==> src/rtl/ethernet_rx.sv <==
// ethernet_rx
// RMII receive front end for the Ethernet host interface. It deserialises
// dibits from the PHY and locks onto the preamble and SFD. It checks the
// destination MAC and the EtherType, then extracts a 5-byte request payload.
// Each accepted frame produces a one-cycle {rw, addr, data} request for the
// core bus. FCS is not checked, and padding and FCS bytes are discarded.
//
// Parameters
//   FPGA_MAC   accepted destination MAC
//   ETHERTYPE  accepted EtherType
//   MIN_PRE    minimum number of 2'b01 preamble dibits before the SFD
//
// Ports
//   clk      in   50 MHz RMII reference clock, rising edge
//   rst      in   asynchronous active-high reset
//   crsdv    in   RMII carrier-sense / data-valid
//   rxd      in   RMII receive dibit, LSB dibit of each byte first
//   addr_o   out  request address
//   data_o   out  request write data
//   rw_o     out  1 = write, 0 = read
//   valid_o  out  one-cycle request strobe

module ethernet_rx #(
    parameter logic [47:0] FPGA_MAC  = 48'h0,
    parameter logic [15:0] ETHERTYPE = 16'h0,
    parameter int          MIN_PRE   = 4
) (
    input  logic        clk,
    input  logic        rst,
    input  logic        crsdv,
    input  logic [1:0]  rxd,
    output logic [15:0] addr_o,
    output logic [15:0] data_o,
    output logic        rw_o,
    output logic        valid_o
);

    typedef enum logic [2:0] {
        S_IDLE,
        S_PRE,
        S_HDR,
        S_PAY,
        S_WAIT,
        S_DROP
    } state_t;

    localparam logic [7:0] MIN_PRE_C = 8'(MIN_PRE);

    state_t      state;
    state_t      next_state;

    logic [7:0]  pre_cnt;
    logic [5:0]  cnt;
    logic [5:0]  byte_sr;
    logic [47:0] dst_sr;
    logic [15:0] type_sr;
    logic [23:0] pay_sr;
    logic        rw_bit;

    logic [7:0]  new_byte;
    logic        dst_match;
    logic        pre_clr;
    logic        pre_inc;
    logic        cnt_clr;
    logic        cnt_inc;
    logic        shift_en;
    logic        hdr_push;
    logic        pay_push;
    logic        accept;

    // The byte completed by the dibit currently on rxd. Earlier dibits sit in
    // byte_sr, and the oldest one lands in the low bits.
    assign new_byte  = {rxd, byte_sr};
    assign dst_match = (dst_sr == FPGA_MAC) && (type_sr == ETHERTYPE);

    // State register
    always_ff @(posedge clk or posedge rst) begin
        if (rst) begin
            state <= S_IDLE;
        end else begin
            state <= next_state;
        end
    end

    // Next-state logic and datapath controls. Carrier loss in PRE, HDR or PAY
    // aborts the frame at once. The acceptance decision is made on the same
    // cycle the last payload dibit is sampled.
    always_comb begin
        next_state = state;
        pre_clr    = 1'b0;
        pre_inc    = 1'b0;
        cnt_clr    = 1'b0;
        cnt_inc    = 1'b0;
        shift_en   = 1'b0;
        hdr_push   = 1'b0;
        pay_push   = 1'b0;
        accept     = 1'b0;
        case (state)
            S_IDLE: begin
                if (crsdv) begin
                    next_state = S_PRE;
                    pre_clr    = 1'b1;
                end
            end
            S_PRE: begin
                if (!crsdv) begin
                    next_state = S_IDLE;
                end else begin
                    case (rxd)
                        2'b00: begin
                            // Leading zeros before the preamble proper are tolerated
                            if (pre_cnt != 8'd0) begin
                                next_state = S_DROP;
                            end
                        end
                        2'b01: begin
                            pre_inc = 1'b1;
                        end
                        2'b11: begin
                            if (pre_cnt >= MIN_PRE_C) begin
                                next_state = S_HDR;
                                cnt_clr    = 1'b1;
                            end else begin
                                next_state = S_DROP;
                            end
                        end
                        default: begin
                            next_state = S_DROP;
                        end
                    endcase
                end
            end
            S_HDR: begin
                if (!crsdv) begin
                    next_state = S_IDLE;
                end else begin
                    shift_en = 1'b1;
                    hdr_push = (cnt[1:0] == 2'd3);
                    if (cnt == 6'd55) begin
                        next_state = S_PAY;
                        cnt_clr    = 1'b1;
                    end else begin
                        cnt_inc = 1'b1;
                    end
                end
            end
            S_PAY: begin
                if (!crsdv) begin
                    next_state = S_IDLE;
                end else begin
                    shift_en = 1'b1;
                    pay_push = (cnt[1:0] == 2'd3);
                    if (cnt == 6'd19) begin
                        next_state = S_WAIT;
                        cnt_clr    = 1'b1;
                        accept     = dst_match;
                    end else begin
                        cnt_inc = 1'b1;
                    end
                end
            end
            S_WAIT, S_DROP: begin
                if (!crsdv) begin
                    next_state = S_IDLE;
                end
            end
            default: begin
                next_state = S_IDLE;
            end
        endcase
    end

    // Counters, field shift registers and the registered request outputs.
    // Only the header fields that are checked are kept. dst_sr fills from the
    // first six bytes. type_sr keeps the last two header bytes, which are the
    // EtherType once the header ends. pay_sr holds payload bytes 1-3, and the
    // final byte comes straight from new_byte on the accept cycle.
    always_ff @(posedge clk or posedge rst) begin
        if (rst) begin
            pre_cnt <= 8'd0;
            cnt     <= 6'd0;
            byte_sr <= 6'd0;
            dst_sr  <= 48'd0;
            type_sr <= 16'd0;
            pay_sr  <= 24'd0;
            rw_bit  <= 1'b0;
            addr_o  <= 16'd0;
            data_o  <= 16'd0;
            rw_o    <= 1'b0;
            valid_o <= 1'b0;
        end else begin
            if (pre_clr) begin
                pre_cnt <= 8'd0;
            end else if (pre_inc && (pre_cnt != 8'hFF)) begin
                pre_cnt <= pre_cnt + 8'd1;
            end

            if (cnt_clr) begin
                cnt <= 6'd0;
            end else if (cnt_inc) begin
                cnt <= cnt + 6'd1;
            end

            if (shift_en) begin
                byte_sr <= {rxd, byte_sr[5:2]};
            end

            if (hdr_push) begin
                type_sr <= {type_sr[7:0], new_byte};
                if (cnt < 6'd24) begin
                    dst_sr <= {dst_sr[39:0], new_byte};
                end
            end

            if (pay_push) begin
                pay_sr <= {pay_sr[15:0], new_byte};
                if (cnt == 6'd3) begin
                    rw_bit <= new_byte[0];
                end
            end

            valid_o <= accept;
            if (accept) begin
                rw_o   <= rw_bit;
                addr_o <= pay_sr[23:8];
                data_o <= {pay_sr[7:0], new_byte};
            end
        end
    end

endmodule

==> config.mk <==
export PLATFORM = sky130hd
export DESIGN_NAME = ethernet_rx
export DESIGN_NICKNAME = d
export VERILOG_FILES = /design/src/rtl/ethernet_rx.sv
export SDC_FILE = /design/constraint.sdc
export NUM_CORES = 1
export LEC_CHECK = 0
export BUFFER_PORTS_ARGS = -buffer_cell sky130_fd_sc_hd__buf_2
export CAP_MARGIN = 10
export CELL_PAD_IN_SITES_DETAIL_PLACEMENT = 0
export CELL_PAD_IN_SITES_GLOBAL_PLACEMENT = 2
export CORE_ASPECT_RATIO = 1.2
export CORE_MARGIN = 2
export CORE_UTILIZATION = 39
export CTS_CLUSTER_DIAMETER = 40
export CTS_CLUSTER_SIZE = 25
export DETAILED_ROUTE_END_ITERATION = 7
export PLACE_DENSITY_LB_ADDON = 0.2
export REMOVE_ABC_BUFFERS = 1
export SYNTH_ARGS = -nofsm -noshare
export SYNTH_HDL_FRONTEND = slang
export SYNTH_SLANG_ARGS = --single-unit
==> constraint.sdc <==
create_clock -name clk -period 3.9 [get_ports clk]
set_input_delay 0 -clock clk [delete_from_list [all_inputs] [get_ports clk]]
set_output_delay 0 -clock clk [all_outputs]
set_load 0.05 [all_outputs]
# Yosys cells after proc, flatten, opt, wreduce, memory -nomap -nowiden
# Cells that the tools add are included.
# op_classes
n_eq_ne,18
reduce_logical,14
n_addsub,2
order_cmp,2
n_mux,40
# ops
operator,count
$logic_not A48 Y1,1
$mux W3,9
$mux W1,23
$logic_not A16 Y1,1
$mux W8,2
$pmux W3 S5,1
$mux W6,2
$ne A3 B3 Y1 const B,3
$pmux W3 S3,1
$add A8 B1 Y8 const B,1
$ge A8 B3 Y1 const B,1
$ne A8 B8 Y1 const B,1
$reduce_bool A8 Y1,1
$add A6 B1 Y6 const B,1
$eq A3 B2 Y1 const B,2
$eq A3 B3 Y1 const B,2
$eq A6 B2 Y1 const B,1
$eq A6 B5 Y1 const B,1
$eq A6 B6 Y1 const B,1
$lt A6 B5 Y1 const B,1
$reduce_and A6 Y1,1
$eq A2 B2 Y1 const B,2
$ne A2 B2 Y1 const B,2
$ne A4 B4 Y1 const B,1
other kinds (10),14
# word_totals
reg_bits,146
input_bits,5

# Depth between registers and ports, before layout
# logic_depth
depth_word,7
mapped_depth,7
mapped_depth_nobuf,6

# Worst setup path before layout
# Ideal clock, no wire load.
# synth_timing
kind,register to register
startpoint,register state[2]
endpoint,register dst_sr[0]
path_slack_ns,2.087
synth_period_minus_slack_ns,1.813
setup_time_ns,0.127
path_stages_with_launch,8
t_arrival_ns,1.686
path_buffers,2
cell_sequence,dfrtp_1 and3b_1 nand2_1 nor2_4 and3b_1 buf_4 buf_6 mux2_1
# synth_via
elab_chain_len,3
# synth_lines
item,line,text
start: declaration,49,state_t state;
start signal: assignment,81,state <= next_state;
$eq A3 B2 Y1,98,case (state)
$mux W1,98,
$reduce_and A2 Y1 (no source line),-,
end signal: assignment,211,"dst_sr <= {dst_sr[39:0], new_byte};"
end: declaration,55,logic [47:0] dst_sr;
# Every way passes these cells.
# A chain may end at the register's enable or synchronous reset.

# Worst setup path after layout
# layout_timing
startpoint,register state[1]
endpoint,register dst_sr[41]
# The elaborated chain is that of the path after synthesis.

==> qor.csv <==
stage;metric;value;unit
status;run_status;completed;
logic_synthesis;synth_top_area_share;59.3;%
setup_path;startpoint;state[1];
place;numPortBuffers;38;
grt;busiest_layer;met2;
setup_path;r2r_setup_slack;1210;ps
place;globalplace.congestion;0.712;
sta;finalCritPeriodShare;68.9;%
die;dieArea;16800;µm²
grt;grt_overflow;0;
logic_synthesis;synth_cell_types;51;
logic_synthesis;ys_seq_area_share;59.3;%
setup_path;rr_startpoint;state[1];
routing;vias;3493;
grt;grt_util_met1;18.9;%
routing;wl_per_cell;16.6;µm
cts;cts_root_buf;clkbuf_16;
routing;drc;0;
grt;grt_pass1_wl;19.4;mm
logic_synthesis;synth.cell_area;6160;µm²
pwr;power.density;475;nW/µm²
place;dp_hpwl;7.92;mm
setup_path;critical_path_arrival;2980;ps
place;dpl.cell_count;664;
die;ios;39;
logic_synthesis;synthCells;429;
setup_path;r2r.worst_path.cells;6;
die;core;15500;µm²
logic_synthesis;synth.avg_cell_area;14.4;µm²
layout;fin_nets;487;
cts;cts_resized;0;
sta;finalSetupViolCount;0;
layout;n_antenna_cell;0;
die;die_h;142;µm
routing;drt-pass1-iter-count;4;
layout;stdcell_count;700;
die;fp.dieW;119;µm
sta;worst_clock_skew;9.05;ps
sta;setup_ws;1210;ps
layout;layout-drive-gt1-share;38.6;%
logic_synthesis;synth.largest_area_cell;dfrtp_1;
grt;grtUsageMet3;3.26;%
setup_path;critPathCaptureType;flip-flop;
setup_path;worst_ep_required_time;4200;ps
cts;clk_path_buf_depth;2;
grt;antenna_found_initial;0;
cts;cts-buffers-inserted;17;
place;preCtsSetupSlack;1220;ps
logic_synthesis;ys_warn_count;0;
routing;wl;11.6;mm
grt;grt_pass1_vias;3706;
routing;via_per_inst;4.99;
logic_synthesis;synthArstFlopShare;100;%
setup_path;crit_type;flip-flop to flip-flop;
setup_path;start_kind;flip-flop;
sta;slew_headroom;33.2;%
cts;cts_tree;done;
grt;grt_max_degree;79;
logic_synthesis;ys_ff_latch;146;
cts;htree_num_levels;4;
cts;clkTransAtPathRegs;70;ps
sta;worst_pin_slew;994;ps
die;fp-row-count;50;
sta;hold_viol_final;0;
cts;cts.sinks;146;
setup_path;cp_slowest_cell;dfrtp_1;
sta;finalMaxSlewViolations;0;
sta;rsz0062_at_grt;no;
hold_path;hp-class;input pin to asynchronous set/reset pin;
logic_synthesis;synth_flop_cell;dfrtp_1;
grt;track_usage;15.0;%
pwr;power_leakage;3.74;nW
logic_synthesis;synth_edf_count;0;
setup_path;worstPathCellList;and3b_1 -> nand2_1 -> nor2_4 -> and3b_2 -> buf_12 -> mux2_2;
sta;period_minus_slack;2690;ps
routing;drt_iter0_drc;202;
logic_synthesis;synthTopCellsByArea;dfrtp_1, mux2_2, mux2_4;
flow_run;drv_cap;0;
sta;max_freq;372;MHz
routing;antenna_left;0;
cts;clkLatencyLatePin;420;ps
setup_path;cp_max_fo;48;
setup_path;cp_slowest_stage_delay;530;ps
die;start_util;39.7;%
pwr;ir_worst_vdd;0.000224;V
layout;syn2layout_area_growth;17.1;%
grt;grt_use_met2;24.8;%
-- cell type report --
cell class              instances  area, µm²
multi-input cells             262       2370
fillers                      1448       8300
flip-flops and latches        146       3650
clock inverters                13        174
repair buffers                 47        280
clock buffers                  19        453
inverters                       5       23.8
well taps                     208        260
-- what timing repair did --
| action | CTS | global route |
|---|---|---|
| endpoints found under the setup margin | 0 | 0 |
| buffers inserted | 0 | 0 |
| hold endpoints to repair | 84 | 0 |
| hold buffers | 4 | 0 |
-- worst max-delay path: cells and delay by family, from the launching register on --
| kind | cells | cell delay (ps) |
|---|---|---|
| simple gates | 4 | 1370 |
| flops | 1 | 530 |
| mux | 1 | 380 |
| buf+inv | 1 | 260 |
-- stage by stage --
stage | TNS [ps] | power [W] | area (µm²) | util, % | hold WS [ps]
floorplan | -3360 | 0.00170 | 6040 | - | 105
global placement | 0 | 0.00175 | 6550 | 42.2 | 172
detailed placement | 0 | 0.00175 | 6550 | 42.2 | 179
CTS | 0 | 0.00347 | 7210 | 46.5 | 271
global route | 0 | 0.00356 | 7210 | 46.5 | 295
finish | 0 | 0.00342 | 7210 | 46.5 | 219
-- sequential cells by signal, summed over array words and instances (netlist names), 6 cells and up --
name	flops
type_sr	16
dst_sr	48
byte_sr	6
addr_o	16
data_o	16
pre_cnt	8
pay_sr	24
cnt	6
-- kinds of logic after synthesis --
logic type | synth area share (%)
flops | 59.3
mux | 24.3
simple gates | 10.3
buf+inv | 2.25
compound gates | 1.77
xor+xnor | 1.42
fa+ha+maj | 0.609
-- cell usage in the layout, fill, tap and decap left out, types with 2 or more instances in the layout --
| master | count |
|---|---|
| a21oi_1 | 4 |
| and2_1 | 2 |
| and3b_1 | 2 |
| buf_2 | 38 |
| buf_4 | 4 |
| bufinv_16 | 3 |
| clkbuf_16 | 17 |
| clkbuf_8 | 2 |
| clkinvlp_4 | 5 |
| dfrtp_1 | 146 |
| dlygate4sd3_1 | 4 |
| ha_1 | 3 |
| inv_1 | 4 |
| inv_6 | 4 |
| mux2_1 | 20 |
| mux2_2 | 72 |
| mux2_4 | 30 |
| nand2_1 | 31 |
| nand3_1 | 8 |
| nand4_1 | 7 |
| nor2_1 | 18 |
| nor3_1 | 5 |
| nor3_2 | 2 |
| nor4_1 | 16 |
| o21ai_0 | 2 |
| or4_1 | 2 |
| xnor2_1 | 8 |
| xor2_1 | 2 |
-- cells in the mapped netlist, types with 2 or more instances --
master,count
a21oi_1,4
and2_1,2
and3b_1,3
buf_2,6
buf_4,2
buf_6,6
clkbuf_1,2
dfrtp_1,146
ha_1,3
inv_1,5
mux2_1,20
mux2_2,72
mux2_4,30
nand2_1,31
nand3_1,8
nand4_1,7
nor2_1,18
nor3_1,5
nor3_2,2
nor4_1,16
o21ai_0,2
or4_1,2
xnor2_1,8
xor2_1,2
-- power breakdown --
| group | switching, W | internal (W) |
|---|---|---|
| clock | 0.000650 | 0.00105 |
| combinational | 0.0000881 | 0.0000604 |
| sequential | 0.0000410 | 0.00153 |
| total | 0.000779 | 0.00264 |
-- per-layer routing --
metal / vias to the layer above / wire length, µm
li1: 1641 / -
met2: 41 / 5810
met4: 0 / 247
met3: 17 / 222
met1: 1794 / 5310
met5: - / 0
-- path summary, 6_finish.rpt --
| kind | endpoint |
|---|---|
| setup / recovery | dst_sr[41] |
| hold / removal | pay_sr[23] |
| setup reg to reg | dst_sr[41] |
| hold reg to reg | rw_o |
| max in group asynchronous | dst_sr[11] |
| min in group clk | byte_sr[4] |
(Power assumes the default switching activity.)
